### config.mk
export PLATFORM = sky130hd
export DESIGN_NAME = shift_unit
export DESIGN_NICKNAME = d
export VERILOG_FILES = /design/src/rtl/shift_unit_pkg.sv /design/src/rtl/shift_step.sv /design/src/rtl/shift_unit.sv
export SDC_FILE = /design/constraint.sdc
export NUM_CORES = 1
export LEC_CHECK = 0
export ABC_CLOCK_PERIOD_IN_PS = 11000
export CAP_MARGIN = 20
export CELL_PAD_IN_SITES_DETAIL_PLACEMENT = 0
export CELL_PAD_IN_SITES_GLOBAL_PLACEMENT = 1
export CORE_MARGIN = 8
export CORE_UTILIZATION = 43
export DETAILED_ROUTE_END_ITERATION = 7
export PLACE_DENSITY_LB_ADDON = 0.15
export SYNTH_ARGS = -nofsm -noshare
export SYNTH_HDL_FRONTEND = slang
export SYNTH_SLANG_ARGS = --single-unit
### constraint.sdc
create_clock -name clock -period 11 [get_ports clock]
set_input_delay 1.65 -clock clock [delete_from_list [all_inputs] [get_ports clock]]
set_output_delay 1.65 -clock clock [all_outputs]
set_load 0.02 [all_outputs]
### src/rtl/shift_unit_pkg.sv
// Shared types and helpers for the multi-cycle shift/rotate engine.
// Op encodings, FSM state encoding and shift-amount width helper.
package shift_pkg;

  typedef enum logic [2:0] {
    SHR  = 3'd0,
    SHRA = 3'd1,
    SHL  = 3'd2,
    ROR  = 3'd3,
    ROL  = 3'd4
  } shift_op_t;

  typedef enum logic [1:0] {
    IDLE  = 2'd0,
    SHIFT = 2'd1,
    DONE  = 2'd2
  } state_t;

  function automatic int unsigned shamt_w(input int unsigned width);
    return $clog2(width);
  endfunction

  // Codes 5-7 are reserved and pass the operand through untouched.
  function automatic logic is_shift_op(input logic [2:0] op);
    return op <= 3'(ROL);
  endfunction

endpackage

### src/rtl/shift_step.sv
// Combinational single-step shifter: shifts value by amt according to op.
// Reserved op codes return value unchanged.
module shift_step
  import shift_pkg::*;
#(
  parameter int unsigned WIDTH = 32,
  parameter int unsigned SW    = shamt_w(WIDTH)
) (
  input  logic [2:0]       op,
  input  logic [WIDTH-1:0] value,
  input  logic [SW:0]      amt,
  output logic [WIDTH-1:0] result_c
);

  localparam int unsigned AW = SW + 1;

  logic [AW-1:0] inv_amt_c;

  // Complement distance for rotates; amt==0 yields WIDTH, which shifts to zero.
  assign inv_amt_c = AW'(WIDTH) - amt;

  always_comb begin
    result_c = value;
    case (op)
      SHR:     result_c = value >> amt;
      SHRA:    result_c = WIDTH'($signed(value) >>> amt);
      SHL:     result_c = value << amt;
      ROR:     result_c = (value >> amt) | (value << inv_amt_c);
      ROL:     result_c = (value << amt) | (value >> inv_amt_c);
      default: result_c = value;
    endcase
  end

endmodule

### src/rtl/shift_unit.sv
// Multi-cycle shift/rotate engine with start/done handshake.
// Define SHIFT_UNIT_BARREL_EN for a single-cycle barrel shifter instead of iteration.
module shift_unit
  import shift_pkg::*;
#(
  parameter int unsigned WIDTH = 32,
  parameter int unsigned STEP  = 1
) (
  input  logic             clock,
  input  logic             clear_n,
  input  logic             start,
  input  logic [2:0]       op,
  input  logic [WIDTH-1:0] operand,
  input  logic [WIDTH-1:0] amount,
  output logic             busy,
  output logic             done,
  output logic [WIDTH-1:0] result,
  output logic             zero
);

  localparam int unsigned SW = shamt_w(WIDTH);
  localparam int unsigned AW = SW + 1;
  localparam logic [AW-1:0] STEP_AMT = AW'(STEP);

  state_t           state, state_d;
  logic [WIDTH-1:0] acc, acc_d;
  logic [2:0]       op_q, op_d;
  logic [SW-1:0]    cnt, cnt_d;

  logic [WIDTH-1:0] load_val_c;
  logic [SW-1:0]    load_cnt_c;
  logic [WIDTH-1:0] step_val_c;
  logic [AW-1:0]    step_amt_c;
  logic             unused_c;

  // Only the count modulo WIDTH matters.
  assign unused_c = &{1'b0, amount[WIDTH-1:SW]};

`ifdef SHIFT_UNIT_BARREL_EN
  logic [WIDTH-1:0] stage_c [SW+1];

  // log2(WIDTH) cascaded stages shifting by 1,2,4,... selected by amount bits.
  assign stage_c[0] = operand;
  for (genvar k = 0; k < SW; k++) begin : g_barrel
    logic [AW-1:0] k_amt_c;
    assign k_amt_c = amount[k] ? AW'(2 ** k) : '0;
    shift_step #(.WIDTH(WIDTH), .SW(SW)) u_stage (
      .op       (op),
      .value    (stage_c[k]),
      .amt      (k_amt_c),
      .result_c (stage_c[k+1])
    );
  end

  assign load_val_c = stage_c[SW];
  assign load_cnt_c = '0;
`else
  assign load_val_c = operand;
  assign load_cnt_c = is_shift_op(op) ? amount[SW-1:0] : '0;
`endif

  // Per-iteration distance is min(STEP, cnt).
  assign step_amt_c = ({1'b0, cnt} < STEP_AMT) ? {1'b0, cnt} : STEP_AMT;

  shift_step #(.WIDTH(WIDTH), .SW(SW)) u_step (
    .op       (op_q),
    .value    (acc),
    .amt      (step_amt_c),
    .result_c (step_val_c)
  );

  always_comb begin
    state_d = state;
    acc_d   = acc;
    op_d    = op_q;
    cnt_d   = cnt;
    case (state)
      IDLE: begin
        if (start) begin
          acc_d   = load_val_c;
          op_d    = op;
          cnt_d   = load_cnt_c;
          state_d = (load_cnt_c == '0) ? DONE : SHIFT;
        end
      end
      SHIFT: begin
        acc_d = step_val_c;
        cnt_d = cnt - step_amt_c[SW-1:0];
        if (cnt_d == '0) state_d = DONE;
      end
      DONE:    state_d = IDLE;
      default: state_d = IDLE;
    endcase
  end

  always_ff @(posedge clock or negedge clear_n) begin
    if (!clear_n) begin
      state <= IDLE;
      acc   <= '0;
      op_q  <= '0;
      cnt   <= '0;
    end else begin
      state <= state_d;
      acc   <= acc_d;
      op_q  <= op_d;
      cnt   <= cnt_d;
    end
  end

  // Result is captured on the edge entering DONE so it is valid alongside done.
  always_ff @(posedge clock or negedge clear_n) begin
    if (!clear_n) begin
      busy   <= 1'b0;
      done   <= 1'b0;
      result <= '0;
      zero   <= 1'b0;
    end else begin
      busy <= (state_d != IDLE);
      done <= (state_d == DONE);
      if (state_d == DONE) begin
        result <= acc_d;
        zero   <= (acc_d == '0);
      end
    end
  end

endmodule

* Word level (Yosys, flattened, before mapping)
Index checks and enable logic that the tools add are counted.
** Cells by class
- Add/sub/neg operators :: 2
- $lt $le $gt $ge :: 2
- Equal/unequal tests :: 7
- Shift-type cells :: 5
- Muxes and demuxes :: 11
- Bitwise gates (word level) :: 2
- Reduce and logical (&&, ||, !) cells :: 9
** Operators with widths (count)
- $pmux W32 S5 :: 1
- $or A32 B32 Y32 :: 2
- $pmux W32 S2 :: 1
- $logic_not A32 Y1 :: 1
- $mux W32 :: 1
- $shl A32 B5 Y32 :: 1
- $shl A32 B6 Y32 :: 1
- $shr A32 B5 Y32 :: 1
- $shr A32 B6 Y32 :: 1
- $sshr A32 B5 Y32 :: 1
- $mux W5 :: 3
- $logic_not A5 Y1 :: 2
- $pmux W5 S2 :: 1
- $eq A3 B2 Y1 const B :: 2
- $mux W2 :: 3
- $sub A6 B5 Y6 const A :: 1
- $lt A5 B1 Y1 const B :: 1
- $sub A5 B5 Y5 :: 1
- $pmux W2 S2 :: 1
- $reduce_and A2 Y1 :: 2
- $reduce_bool A2 Y1 :: 2
- $eq A3 B1 Y1 const B :: 1
- $eq A3 B3 Y1 const B :: 1
- $le A3 B3 Y1 const B :: 1
- other kinds (5) :: 5
** Storage, ports and cells
- Register bits after elaboration :: 77
- Input bits :: 70
- Output and inout bits :: 35
- Logic and storage cells :: 46

* Logic depth before layout (Yosys ltp)
Gate-level depths: netlist of the first run.
- Depth after elaboration :: 8
- Depth in mapped cells :: 17

* Cells and area by module
Synthesis of the first run repeated with hierarchy kept, for this count alone.
** Unflattened totals
- Cell total of the unflattened synthesis :: 1447
- Area, all modules :: 11900.2 µm²
** By module, submodules not included
- shift_step :: times used 1, cells an instance 1171, area each 8523.2 µm²
- shift_unit :: times used 1, cells an instance 276, area each 3377.0 µm²

* Worst setup path before layout of the first run
Ideal clock, no wire load.
- Path type :: in2reg
- Start point :: input amount[1]
- End point :: register result[10]
- Setup time :: 0.125 ns
- Arrival :: 3.558 ns
- Required time :: 10.875 ns
- Slack :: 7.317 ns
- Stages :: 6
- Path through :: or4_1 > o21ai_0 > a22o_1 > clkbuf_1 > buf_1 > mux2_2
** On the way
- Longest elaborated chain between the ends :: 6
** Ends and longest elaborated chain
- from (decl) :: RTL line shift_unit.sv:14 : input logic [WIDTH-1:0] amount,
- $mux W5 :: RTL line shift_unit.sv:59 : assign load_cnt_c = is_shift_op(op) ? amount[SW-1:0] : '0;
- $logic_not A5 Y1 :: RTL line shift_unit.sv:83 : state_d = (load_cnt_c == '0) ? DONE : SHIFT;
- $mux W2 :: RTL line shift_unit.sv:83
- $mux W2 :: RTL line shift_unit.sv:79 : if (start) begin
- $pmux W2 S2 :: RTL line shift_unit.sv:77 : case (state)
- $eq A2 B2 Y1 :: RTL line shift_unit.sv:120 : if (state_d == DONE) begin
- to (signal assigned) :: RTL line shift_unit.sv:115 : result <= '0;
- to (signal assigned) :: RTL line shift_unit.sv:121 : result <= acc_d;
- to (decl) :: RTL line shift_unit.sv:17 : output logic [WIDTH-1:0] result,
No other way between the ends.
A chain may end at the register's enable or synchronous reset.

* Final worst setup path of the first run
- Start point :: register cnt[2]
- End point :: register zero
** On the way
- Longest elaborated chain between the ends :: 8
- Elaborated cells on any way between the ends :: 18
- Those cells by class :: add/sub: 2; order compare: 1; eq/ne: 1; shift: 5; mux: 5; bitwise: 2; reduce/logical: 2
** Ends and longest elaborated chain
- from (decl) :: RTL line shift_unit.sv:28 : logic [SW-1:0] cnt, cnt_d;
- from (signal assigned) :: RTL line shift_unit.sv:106 : cnt <= cnt_d;
- $lt A5 B1 Y1 :: RTL line shift_unit.sv:63 : assign step_amt_c = ({1'b0, cnt} < STEP_AMT) ? {1'b0, cnt} : STEP_AMT;
- $mux W5 * :: RTL line shift_unit.sv:63
- $sub A6 B5 Y6 :: RTL line shift_step.sv:20 : assign inv_amt_c = AW'(WIDTH) - amt;
- $shr A32 B6 Y32 or $shl A32 B6 Y32 (tied branches) :: RTL line shift_step.sv:29, shift_step.sv:28
- $or A32 B32 Y32, on equally long branches :: RTL line shift_step.sv:29, shift_step.sv:28
- $pmux W32 S5 * :: RTL line shift_step.sv:24 : case (op)
- $pmux W32 S2 * :: RTL line shift_unit.sv:77
- via acc_d[13] :: RTL line shift_unit.sv:26 : logic [WIDTH-1:0] acc, acc_d;
- $logic_not A32 Y1 * :: RTL line shift_unit.sv:122 : zero <= (acc_d == '0);
- to (signal assigned) :: RTL line shift_unit.sv:122
- to (decl) :: RTL line shift_unit.sv:18 : output logic zero
Mark *: on every way through the listed nets, which the timed path passes. The rest lies on a longest branch.

==> results.json, run 1 <==
{
  "tritoncts": "built",
  "power_density_nw_per_um2": 380,
  "coreArea_um2": 13800,
  "fin_crit_ps": 5490,
  "gr-usage-met3_pct": 6.28,
  "async_reset_ff_share_pct": 100,
  "root_buffer": "clkbuf_16",
  "skew_ps": 7.76,
  "required_ps": 11230,
  "synth-main-ff-cell": "dfrtp_1",
  "die_w_um": 134,
  "row_count": 43,
  "hold_viol": 0,
  "numCtsBuffers": 9,
  "grtUsageMet1_pct": 39.0,
  "routed_wl_mm": 25.0,
  "clockBufferDepth": 2,
  "cp.buffers_inverters": 3,
  "cts.sinks": 77,
  "drv_slew": 0,
  "ctsHtreeMaxLevel": 3,
  "critPathMostFrequentCell": "buf_4",
  "grt_max_degree": 78,
  "dieHeight_um": 134,
  "yosys_warnings": 0,
  "drc_errors": 0,
  "slowest_delay_ps": 850,
  "outcome": "completed",
  "crit_slowest_cell": "nor4_4",
  "avgRoutedWirePerCell_um": 27.1,
  "p_leak_nw": 2.73,
  "layoutNonFillerInstCount": 925,
  "synth_nets": 791,
  "start_util_pct": 43.5,
  "crit_arrival_ps": 5720,
  "hold_path.class": "flop to flop",
  "dp_hpwl_mm": 17.1,
  "grt_antenna_before_repair": 0,
  "timing.final.crit_share_pct": 49.9,
  "fillers": 1321,
  "grt_pass1_wl_mm": 38.7,
  "syn_inst": 718,
  "placed_cells": 908,
  "viasPerCell": 6.72,
  "top_usage_layer": "met2",
  "synth.distinct_cells": 73,
  "dieArea_um2": 18000,
  "crit_type": "flop to flop",
  "postRouteAntennaNets": 0,
  "synth-edff-count": 0,
  "area_delta_synth_final_pct": 18.2,
  "ys_seq_area_share_pct": 32.1,
  "grt-ovfl-total": 0,
  "grtUsageTotal_pct": 28.1,
  "drive_above_1_share_pct": 13.3,
  "synth_area_um2": 5990,
  "setup_tns_ps": 0,
  "gp_congestion": 0.948,
  "yosysTopAreaCell": "dfrtp_1",
  "nNetsFinal": 813,
  "ctsHoldBuffers": 0,
  "cts_setup_buffers": 0,
  "grt_pass1_vias": 6272,
  "drt_iter0_drc": 803,
  "max_cap_violations": 0,
  "io_buffers": 77,
  "setup_viol": 0,
  "clk_pin_slew_ps": 70,
  "syn_avg_cell_area_um2": 8.35,
  "rsz0062_at_grt": "false",
  "diodes": 0,
  "ys_top_cells_by_area": "dfrtp_1 32%, mux2_2 7.0%, a21oi_1 6.1%, o21ai_0 4.2%, nand2_1 3.7%",
  "io_pins": 105,
  "timing.slew.headroom_pct": 31.6,
  "crit_chain": "nor4_4 > nand2_2 > buf_4 > inv_2 > buf_4 > ha_1 > nand4bb_1 > a21o_2 > o21bai_1 > a22oi_1 > nor4_1 > nand3_1 > o31ai_1",
  "clk_latency_ps": 350,
  "drtPass1Iterations": 8,
  "vias": 6214,
  "post-route-util_pct": 51.5,
  "irDropWorstVdd_mv": 0.161,
  "fmax_mhz": 182,
  "cts_resized": 0,
  "timing.hold.ws_ps": 506,
  "grt.met2_usage_pct": 40.5,
  "worstMarginPinSlew_ps": 1020,
  "path_max_fanout": 40,
  "crit_path_start_kind": "flop",
  "end_kind": "flop",
  "synth.ff_latch_count": 77,
  "synthDominantCellAreaShare_pct": 32.1,
  "crit_family": "simple AND/OR/NAND/NOR gates"
}
==> cell usage after synthesis (10+ instances only) <==
cell type / count
dfrtp_1: 77
a21oi_1: 73
nand2_1: 59
clkbuf_1: 52
o21ai_0: 50
mux2_2: 37
nor2_1: 37
mux2i_1: 22
inv_1: 21
nor2b_1: 21
o22ai_1: 17
buf_2: 15
a211oi_1: 12
o211ai_1: 12
o221ai_1: 12
a22oi_1: 11
buf_1: 11
a31oi_1: 10
nand3_1: 10
==> through the flow <==
stage                     instance area, um2  worst slack, ps  power (mW)
after detailed placement                6760             5680        2.34
after CTS                               7060             5670        2.65
final                                   7090             5510        2.70
after global placement                  6760             5710        2.33
after floorplan                         5990             7320        1.72
after global routing                    7090             5380        2.84
==> layer usage <==
layer / routed length, um / up-vias / share of wire [%]
met5: 0 / - / 0
met4: 954 / 0 / 3.8
met3: 2270 / 72 / 9.1
met2: 10800 / 351 / 43
met1: 11000 / 3047 / 44
li1: - / 2744 / -
==> power by group <==
group          internal (mW)  leakage (nW)  total [mW]  switching (mW)
clock                  0.177         0.136       0.306           0.129
combinational          0.679          1.66        1.74            1.06
sequential             0.424         0.937       0.653           0.229
total                   1.28          2.73        2.70            1.42
==> sequential cells by signal, indices dropped and copies added, names as in the netlist <==
signal,flops
zero,1
busy,1
acc,32
state,2
cnt,5
result,32
done,1
op_q,3
==> layout make-up <==
class | instances | area, um2 | share of cell area [%]
clock buffers | 10 | 229 | 3.23
flip-flops and latches | 77 | 1930 | 27.2
inverters | 23 | 86.3 | 1.22
multi-input cells | 537 | 3650 | 51.5
well taps | 180 | 225 | 3.18
repair buffers | 92 | 901 | 12.7
clock inverters | 6 | 70.1 | 0.989
==> kinds of logic (layout without fill, tap and decap cells) <==
family                   count (synthesis)  in the layout  synth area share, %
AO/OA/AOI/OAI                          282            282                 31.7
AND/OR/NAND/NOR                        186            186                 16.0
buffers and inverters                  104            131                 7.01
flip-flops                              77             77                 32.1
multiplexers                            63             63                 12.1
adder cells (fa/ha/maj)                  3              3                0.626
XOR/XNOR                                 2              2                0.292
other                                    1              1               0.0626
==> worst reg2reg max path, cell delays in order, from the launching register on <==
cell and delay [ps]:
dfrtp_1 480, nor4_4 850, nand2_2 70, buf_4 310, inv_2 120, buf_4 420, ha_1 740, nand4bb_1 770
a21o_2 540, o21bai_1 180, a22oi_1 530, nor4_1 150, nand3_1 120, o31ai_1 80
==> cell usage in the layout, fill, tap and decap left out, types with 7 or more instances in the layout <==
cell type        netlist  routed
o22a_1                 7       7
buf_4                  3      15
clkdlybuf4s50_1        0      76
nor2_1                37      37
o22ai_1               17      17
mux2_2                37      37
o21ai_0               50      49
nand2_1               59      59
nand2b_1               8       8
o221ai_1              12      12
dfrtp_1               77      77
inv_1                 21      21
a31oi_1               10      10
clkbuf_16              0       9
a22oi_1               11      11
o221a_2                7       7
nor2b_1               21      20
mux2i_1               22      22
a211oi_1              12      12
o211ai_1              12      12
nand3_1               10      10
a21oi_1               73      73
==> path summary, 6_finish.rpt <==
kind | start | endpoint | slack, ps | cells past startpoint
max | cnt[2] | zero | 5510 | 13
min | result[26] | result[26] | 510 | 1
max reg2reg | cnt[2] | zero | 5510 | 13
min reg2reg | result[26] | result[26] | 510 | 1
max in group asynchronous | clear_n | acc[10] | 9220 | 2
min in group asynchronous | clear_n | busy | 1190 | 1
Power figures use the tool's default switching activity.
==> run 2, diff against run 1 <==
- ABC_CLOCK_PERIOD_IN_PS: 11000 -> 4900
- CORE_UTILIZATION: 43 -> 36
- clock period: 11 -> 4.9 ns (I/O delays scaled with it)
==> run 2 against run 1 <==
Against the previous run: clock skew is essentially flat; first-iteration DRC count shrank 9.0%; sequential share of layout area shrank 0.83 points; core utilization shrank 6.9 points; setup slack lost 4300 ps; total power grew 130%; count of clock-buffer cells in the layout is the same; hold slack lost 240 ps; critical path depth shrank 5; highest routed layer unchanged.
==> results.json, run 2 (synthesis gave the netlist of run 1 again) <==
{
  "outcome": "completed",
  "crit_type": "flop to flop",
  "max_cap_violations": 0,
  "avgRoutedWirePerCell_um": 28.2,
  "tritoncts": "built",
  "postRouteAntennaNets": 0,
  "grt_pass1_vias": 6278,
  "layout_commonest_cell": "dfrtp_1",
  "cts_resized": 0,
  "drt_iter0_drc": 731,
  "root_buffer": "clkbuf_16",
  "final_cell_mix": "77 x dfrtp_1, 76 x clkdlybuf4s50_1, 73 x a21oi_1",
  "end_kind": "flop",
  "clk_pin_slew_ps": 70,
  "grt_pass1_wl_mm": 41.6,
  "drc_errors": 0,
  "critPathLaunch": "op_q[2]",
  "io_pins": 105,
  "crit_slowest_cell": "nor4_1",
  "cp.buffers_inverters": 1,
  "clockBufferDepth": 2,
  "multiInputGateArea_um2": 3650,
  "crit_arrival_ps": 3920,
  "post-route-util_pct": 44.6,
  "cts.sinks": 77,
  "irDropWorstVdd_mv": 0.353,
  "area_delta_synth_final_pct": 22.0,
  "hold_viol": 0,
  "cts_setup_buffers": 0,
  "fin_crit_ps": 3670,
  "drive_above_1_share_pct": 15.9,
  "grt_antenna_before_repair": 0,
  "crit_path_start_kind": "flop",
  "die_w_um": 145,
  "nNetsFinal": 836,
  "io_buffers": 77,
  "drtPass1Iterations": 5,
  "dieArea_um2": 21000,
  "setup_tns_ps": 0,
  "final.setup.worst_slack_ps": 1230,
  "numCtsBuffers": 9,
  "ctsHtreeMaxLevel": 3,
  "gp_congestion": 0.942,
  "regArea_um2": 1930,
  "path_max_fanout": 15,
  "timing.final.crit_share_pct": 74.9,
  "fmax_mhz": 272,
  "ctsHoldBuffers": 0,
  "dp_hpwl_mm": 20.0,
  "reg_top3": "acc: 32 flops, result: 32 flops, cnt: 5 flops",
  "dieHeight_um": 145,
  "worstMarginPinSlew_ps": 934,
  "start_util_pct": 36.5,
  "required_ps": 5140,
  "row_count": 47,
  "coreArea_um2": 16400,
  "diodes": 0,
  "p_leak_nw": 2.85,
  "rr_startpoint": "op_q[2]",
  "critPathMostFrequentCell": "o21ai_1",
  "place_area_um2": 6980,
  "place_ws_ps": 1310,
  "grtUsageTotal_pct": 25.9,
  "setup_viol": 0,
  "rsz0062_at_grt": "false",
  "power_density_nw_per_um2": 862,
  "timing.slew.headroom_pct": 37.4,
  "hold_path.class": "primary input to asynchronous set/reset pin",
  "crit_family": "compound AO/OA/AOI/OAI gates",
  "fillers": 1605,
  "skew_ps": 8.05,
  "grt_max_degree": 78,
  "vias": 6354,
  "design_area_um2": 7310,
  "drv_slew": 0,
  "clk_latency_ps": 350,
  "viasPerCell": 6.43,
  "crit_chain": "buf_4 > o21ai_1 > o21ai_1 > a221oi_1 > o21ai_0 > nor4_1 > nand3_1 > o31ai_1",
  "slowest_delay_ps": 610,
  "routed_wl_mm": 27.9,
  "grt-ovfl-total": 0
}
-- run 2: worst reg2reg max path, stage by stage (launching register included) --
cell and delay (ps):
dfrtp_1 590, buf_4 320, o21ai_1 360, o21ai_1 410, a221oi_1 500, o21ai_0 230
nor4_1 610, nand3_1 260, o31ai_1 300
-- run 2: where the power goes --
group	total, mW	switching (mW)	internal, mW	leakage, nW
clock	0.696	0.297	0.399	0.139
combinational	4.04	2.42	1.62	1.77
sequential	1.57	0.619	0.950	0.937
-- run 2: metal layers --
metal	part of all wire (%)	vias up	track usage (%)
li1	-	2787	-
met1	43	3184	34.4
met2	45	320	40.0
met3	7.7	63	5.63
met4	3.8	0	10.4
met5	0	-	0
-- run 2: final cells by class --
cell class	count	share of cell area, %
clock inverter	6	0.975
timing repair buffer	115	14.7
multi-input combinational	537	49.9
clock buffer	10	3.13
tap	220	3.76
sequential	77	26.4
inverter	23	1.18
-- run 2: worst paths after layout --
path	endpoint	slack [ps]	cells after the start
min in group clock	result[23]	510	1
worst min-delay path	result[26]	270	1
max in group asynchronous	result[21]	4030	2
worst max-delay path	zero	1230	8
worst max register to register	zero	1230	8
worst min register to register	result[23]	510	1
-- run 2: per-stage QoR --
step                      total power [mW]  hold WS, ps  cells
after floorplan                       3.86          439    718
after global placement                5.48          482    971
after detailed placement              5.49          488    971
after CTS                             6.22          510    987
after global routing                  6.62          281    988
final                                 6.30          268    988
==> run 3, diff against run 2 <==
- ABC_CLOCK_PERIOD_IN_PS: 4900 -> 3300
- clock period: 4.9 -> 3.3 ns (I/O delays scaled with it)
==> run 3 against run 2 <==
Against the previous run: largest power group unchanged; sequential share of layout area decreased by 2.0 points; flip-flop and latch count stayed put; die area unchanged; sequential power rose by 46%; critical endpoint unchanged; critical path type unchanged; maximum frequency increased by 15%; wire length up 4.6%; setup slack lost 1100 ps.
==> results.json, run 3 (synthesis gave the netlist of run 1 again) <==
{
  "grt_max_degree": 78,
  "row_count": 47,
  "outcome": "completed",
  "fmax_mhz": 313,
  "crit_path_start_kind": "flop",
  "max_cap_violations": 0,
  "root_buffer": "clkbuf_16",
  "grt_antenna_before_repair": 0,
  "postRouteAntennaNets": 0,
  "hold_viol": 0,
  "fin_crit_ps": 3200,
  "setup_viol": 0,
  "numCtsBuffers": 9,
  "nNetsFinal": 889,
  "tritoncts": "built",
  "timing.slew.headroom_pct": 55.6,
  "grtUsageTotal_pct": 27.1,
  "end_kind": "flop",
  "hold_path.class": "primary input to asynchronous set/reset pin",
  "cts.sinks": 77,
  "io_pins": 105,
  "layout_commonest_cell": "buf_4",
  "coreArea_um2": 16400,
  "drive_above_1_share_pct": 23.8,
  "layoutNonFillerInstCount": 1040,
  "diodes": 0,
  "avgRoutedWirePerCell_um": 28.0,
  "placed_cells": 1023,
  "irDropWorstVdd_mv": 0.517,
  "final_cell_mix": "84 x buf_4, 77 x dfrtp_1, 76 x clkdlybuf4s50_1",
  "worstMarginPinSlew_ps": 666,
  "power_density_nw_per_um2": 1300,
  "start_util_pct": 36.5,
  "dieHeight_um": 145,
  "routed_wl_mm": 29.1,
  "timing.final.crit_share_pct": 96.9,
  "die_w_um": 145,
  "timing.hold.ws_ps": 47.4,
  "skew_ps": 6.25,
  "reg_top3": "acc: 32 flops, result: 32 flops, cnt: 5 flops",
  "viasPerCell": 6.43,
  "dp_hpwl_mm": 21.2,
  "crit_arrival_ps": 3450,
  "dieArea_um2": 21000,
  "area_delta_synth_final_pct": 31.8,
  "vias": 6684,
  "ctsHtreeMaxLevel": 3,
  "drc_errors": 0,
  "io_buffers": 77,
  "total_power_mw": 10.3,
  "path_max_fanout": 13,
  "drv_slew": 0,
  "ctsHoldBuffers": 0,
  "grt_pass1_vias": 6588,
  "clockBufferDepth": 2,
  "required_ps": 3550,
  "gp_congestion": 0.964,
  "drtPass1Iterations": 7,
  "clk_latency_ps": 350,
  "crit_type": "flop to flop",
  "p_leak_nw": 3.15,
  "grt_pass1_wl_mm": 43.7,
  "grt-ovfl-total": 0,
  "drt_iter0_drc": 988,
  "clk_pin_slew_ps": 60
}
==> run 3: critical path, cell delays in order, from the launching register on <==
cell	delay, ps
dfrtp_1	410
nor4_4	310
nand2_2	100
inv_2	60
ha_2	330
buf_6	190
mux4_2	490
o31ai_4	230
buf_4	160
nand2_1	60
nor3_1	230
buf_4	160
nand4bb_1	100
o31ai_1	250
==> run 3: layout make-up <==
class | count | area [um2]
Timing Repair Buffer | 168 | 1540
Clock buffer | 9 | 225
Fill cell | 1575 | 8500
Sequential cell | 77 | 1930
Inverter | 23 | 86.3
Multi-Input combinational cell | 537 | 3760
Tap cell | 220 | 275
Clock inverter | 6 | 88.8
==> run 3: what timing repair did <==
action | CTS | global route
hold endpoints to repair | 0 | 0
gates resized for setup | 5 | 20
setup buffers | 0 | 1
setup endpoints to repair | 1 | 1
pin swaps | 1 | 5
==> run 3: worst paths after layout <==
| check | to | slack [ps] | depth (start not counted) | startpoint |
|---|---|---|---|---|
| worst max-delay path | zero | 100 | 13 | cnt[3] |
| worst max register to register | zero | 100 | 13 | cnt[3] |
| min in group clock | result[24] | 510 | 1 | result[24] |
| worst min register to register | result[24] | 510 | 1 | result[24] |
| worst min-delay path | result[6] | 50 | 1 | clear_n |
| max in group asynchronous | acc[22] | 2650 | 2 | clear_n |
==> run 3: layer usage <==
| layer | global-route usage, % | routed length [um] |
|---|---|---|
| met1 | 36.5 | 12400 |
| met2 | 41.5 | 13100 |
| met3 | 5.66 | 2570 |
| met4 | 11.0 | 1030 |
| met5 | 0 | 0 |
==> run 3: power by group <==
group | internal, mW | switching [mW]
Combinational | 3.02 | 3.90
Sequential | 1.41 | 0.885
Clock | 0.658 | 0.423
Total | 5.09 | 5.21
==> run 3: stage by stage <==
stage / cell area, um2 / setup TNS (ps) / util, % / setup WS (ps)
2_1_floorplan: 6020 / 0 / - / 16.1
4_1_cts: 7770 / 0 / 47.4 / 5.33
3_5_place_dp: 7440 / -87.8 / 45.3 / -87.8
3_3_place_gp: 7440 / -63.0 / 45.3 / -63.0
6_report: 7900 / 0 / 48.2 / 101
5_1_grt: 7900 / -19.8 / 48.2 / -19.8
==> variant: new RTL, flow settings as in run 3 <==
Remove the register `busy`: a continuous assignment takes its place, so the output `busy` follows one clock earlier.
--- a/src/rtl/shift_unit.sv
+++ b/src/rtl/shift_unit.sv
@@ -112,3 +112,2 @@
     if (!clear_n) begin
-      busy   <= 1'b0;
       done   <= 1'b0;
@@ -117,3 +116,2 @@
     end else begin
-      busy <= (state_d != IDLE);
       done <= (state_d == DONE);
@@ -126,2 +124,4 @@
 
+  assign busy = (state_d != IDLE);
+
 endmodule
Function: changed (a bounded check fails within 4 cycles, from zero or initial values).
==> variant against run 3 <==
Setup slack worse by 0.029 ns. Largest power group unchanged. Sequential share of layout area is 0.21 points higher. Wire length is 4.1% lower. Power is 2.3% lower. Critical path depth stayed put. Critical path type unchanged. Sequential cell count is 1 lower. Synthesized area is 0.42% lower. Combinational power is 1% lower. Clock power is 5% lower. Die area is 0.37% lower. Cell area is 2.2% lower.
==> variant: results (changes against run 3) <==
* Status: finished clean
* First-pass GRT wire length at 42.2 mm (-3.6%)
* Dpl ws at 0.000744 ns (+0.0885 ns)
* Post-DP Area at 7310 µm² (-1.7%)
* CP max stage cell: dfrtp_1
* Detailed-router iteration count before antenna repair at 5 (-2)
* Finished Layout Cells at 1033 (-0.67%)
* Pin slew with the least headroom to its limit at 0.805 ns (+0.139 ns)
* Clk_skew at 0.00825 ns (+0.00200 ns)
* Met3 routed WL at 2.24 mm (-13%)
* Syn Inst Count at 717 (-0.14%)
* Synth area leaders: dfrtp_1, mux2_2, a21oi_1
* Initial DRC count at 695 (-30%)
* CP Data Arrival Time at 3.49 ns (+0.04 ns)
* # nets final at 881 (-0.90%)
* Share of cells above drive strength 1 at 0.223 (-0.0152)
* Total Routing Usage GR at 0.271 (about the same)
* Vias in the first global route at 6560 (-0.43%)
* Routed wl met2 at 12.5 mm (-4.8%)
* Leak at 3.07 nW (-2.4%)
* CP peak stage delay at 0.41 ns (-0.08 ns)
* Share of the yosys chip area belonging to registers at 0.319 (-0.00284)
* Final HPWL DP at 20.5 mm (-3.6%)
* Placer congestion estimate at 0.921 (-4.4%)
* Synth Net Count at 790 (-0.13%)
* Pin count of the biggest net entering global routing at 77 (-1.3%)
* Detailed-routing wirelength on met1 at 12.5 mm (+0.27%)
-- variant: cell count changes after synthesis, sizes merged --
cell,run 3,this run
dfrtp,77,76
-- variant: where the power goes --
part,switching (W),leakage [nW],internal [W]
combinational,0.00390,2.01,0.00295
sequential,0.000796,0.926,0.00139
clock,0.000437,0.140,0.000593
total,0.00513,3.07,0.00494
-- variant: worst paths after layout --
check | start | to | slack, ns | cells past startpoint
min in group clock | result[24] | result[24] | 0.50 | 1
hold / removal | clear_n | result[24] | 0.05 | 1
setup / recovery | cnt[3] | zero | 0.07 | 13
hold reg to reg | result[24] | result[24] | 0.50 | 1
setup reg to reg | cnt[3] | zero | 0.07 | 13
max in group asynchronous | clear_n | result[10] | 2.67 | 2
-- variant: logic make-up after synthesis --
logic type,after synthesis,synth area share
simple gates,186,0.161
flops,76,0.319
buf+inv,104,0.0704
xor+xnor,2,0.00293
compound gates,282,0.318
fa+ha+maj,3,0.00629
other cells,1,0.000628
mux,63,0.122
-- variant: what timing repair did --
item	4_1_cts	5_1_grt
setup buffers	0	1
pin swaps	1	9
endpoints found under the hold margin	0	0
endpoints found under the setup margin	1	2
gates resized for setup	1	18
-- variant: metal layers --
metal | GRT usage | up-vias
li1 | - | 2874
met1 | 0.377 | 3252
met2 | 0.411 | 364
met3 | 0.0482 | 48
met4 | 0.100 | 0
met5 | 0 | -
-- variant: area by class of cell --
class | instances | area (µm²)
clock inverter | 6 | 71.3
tap | 220 | 275
timing repair buffer | 161 | 1440
multi-input combinational | 537 | 3730
clock buffer | 10 | 229
fill | 1616 | 8670
sequential | 76 | 1900
inverter | 23 | 86.3
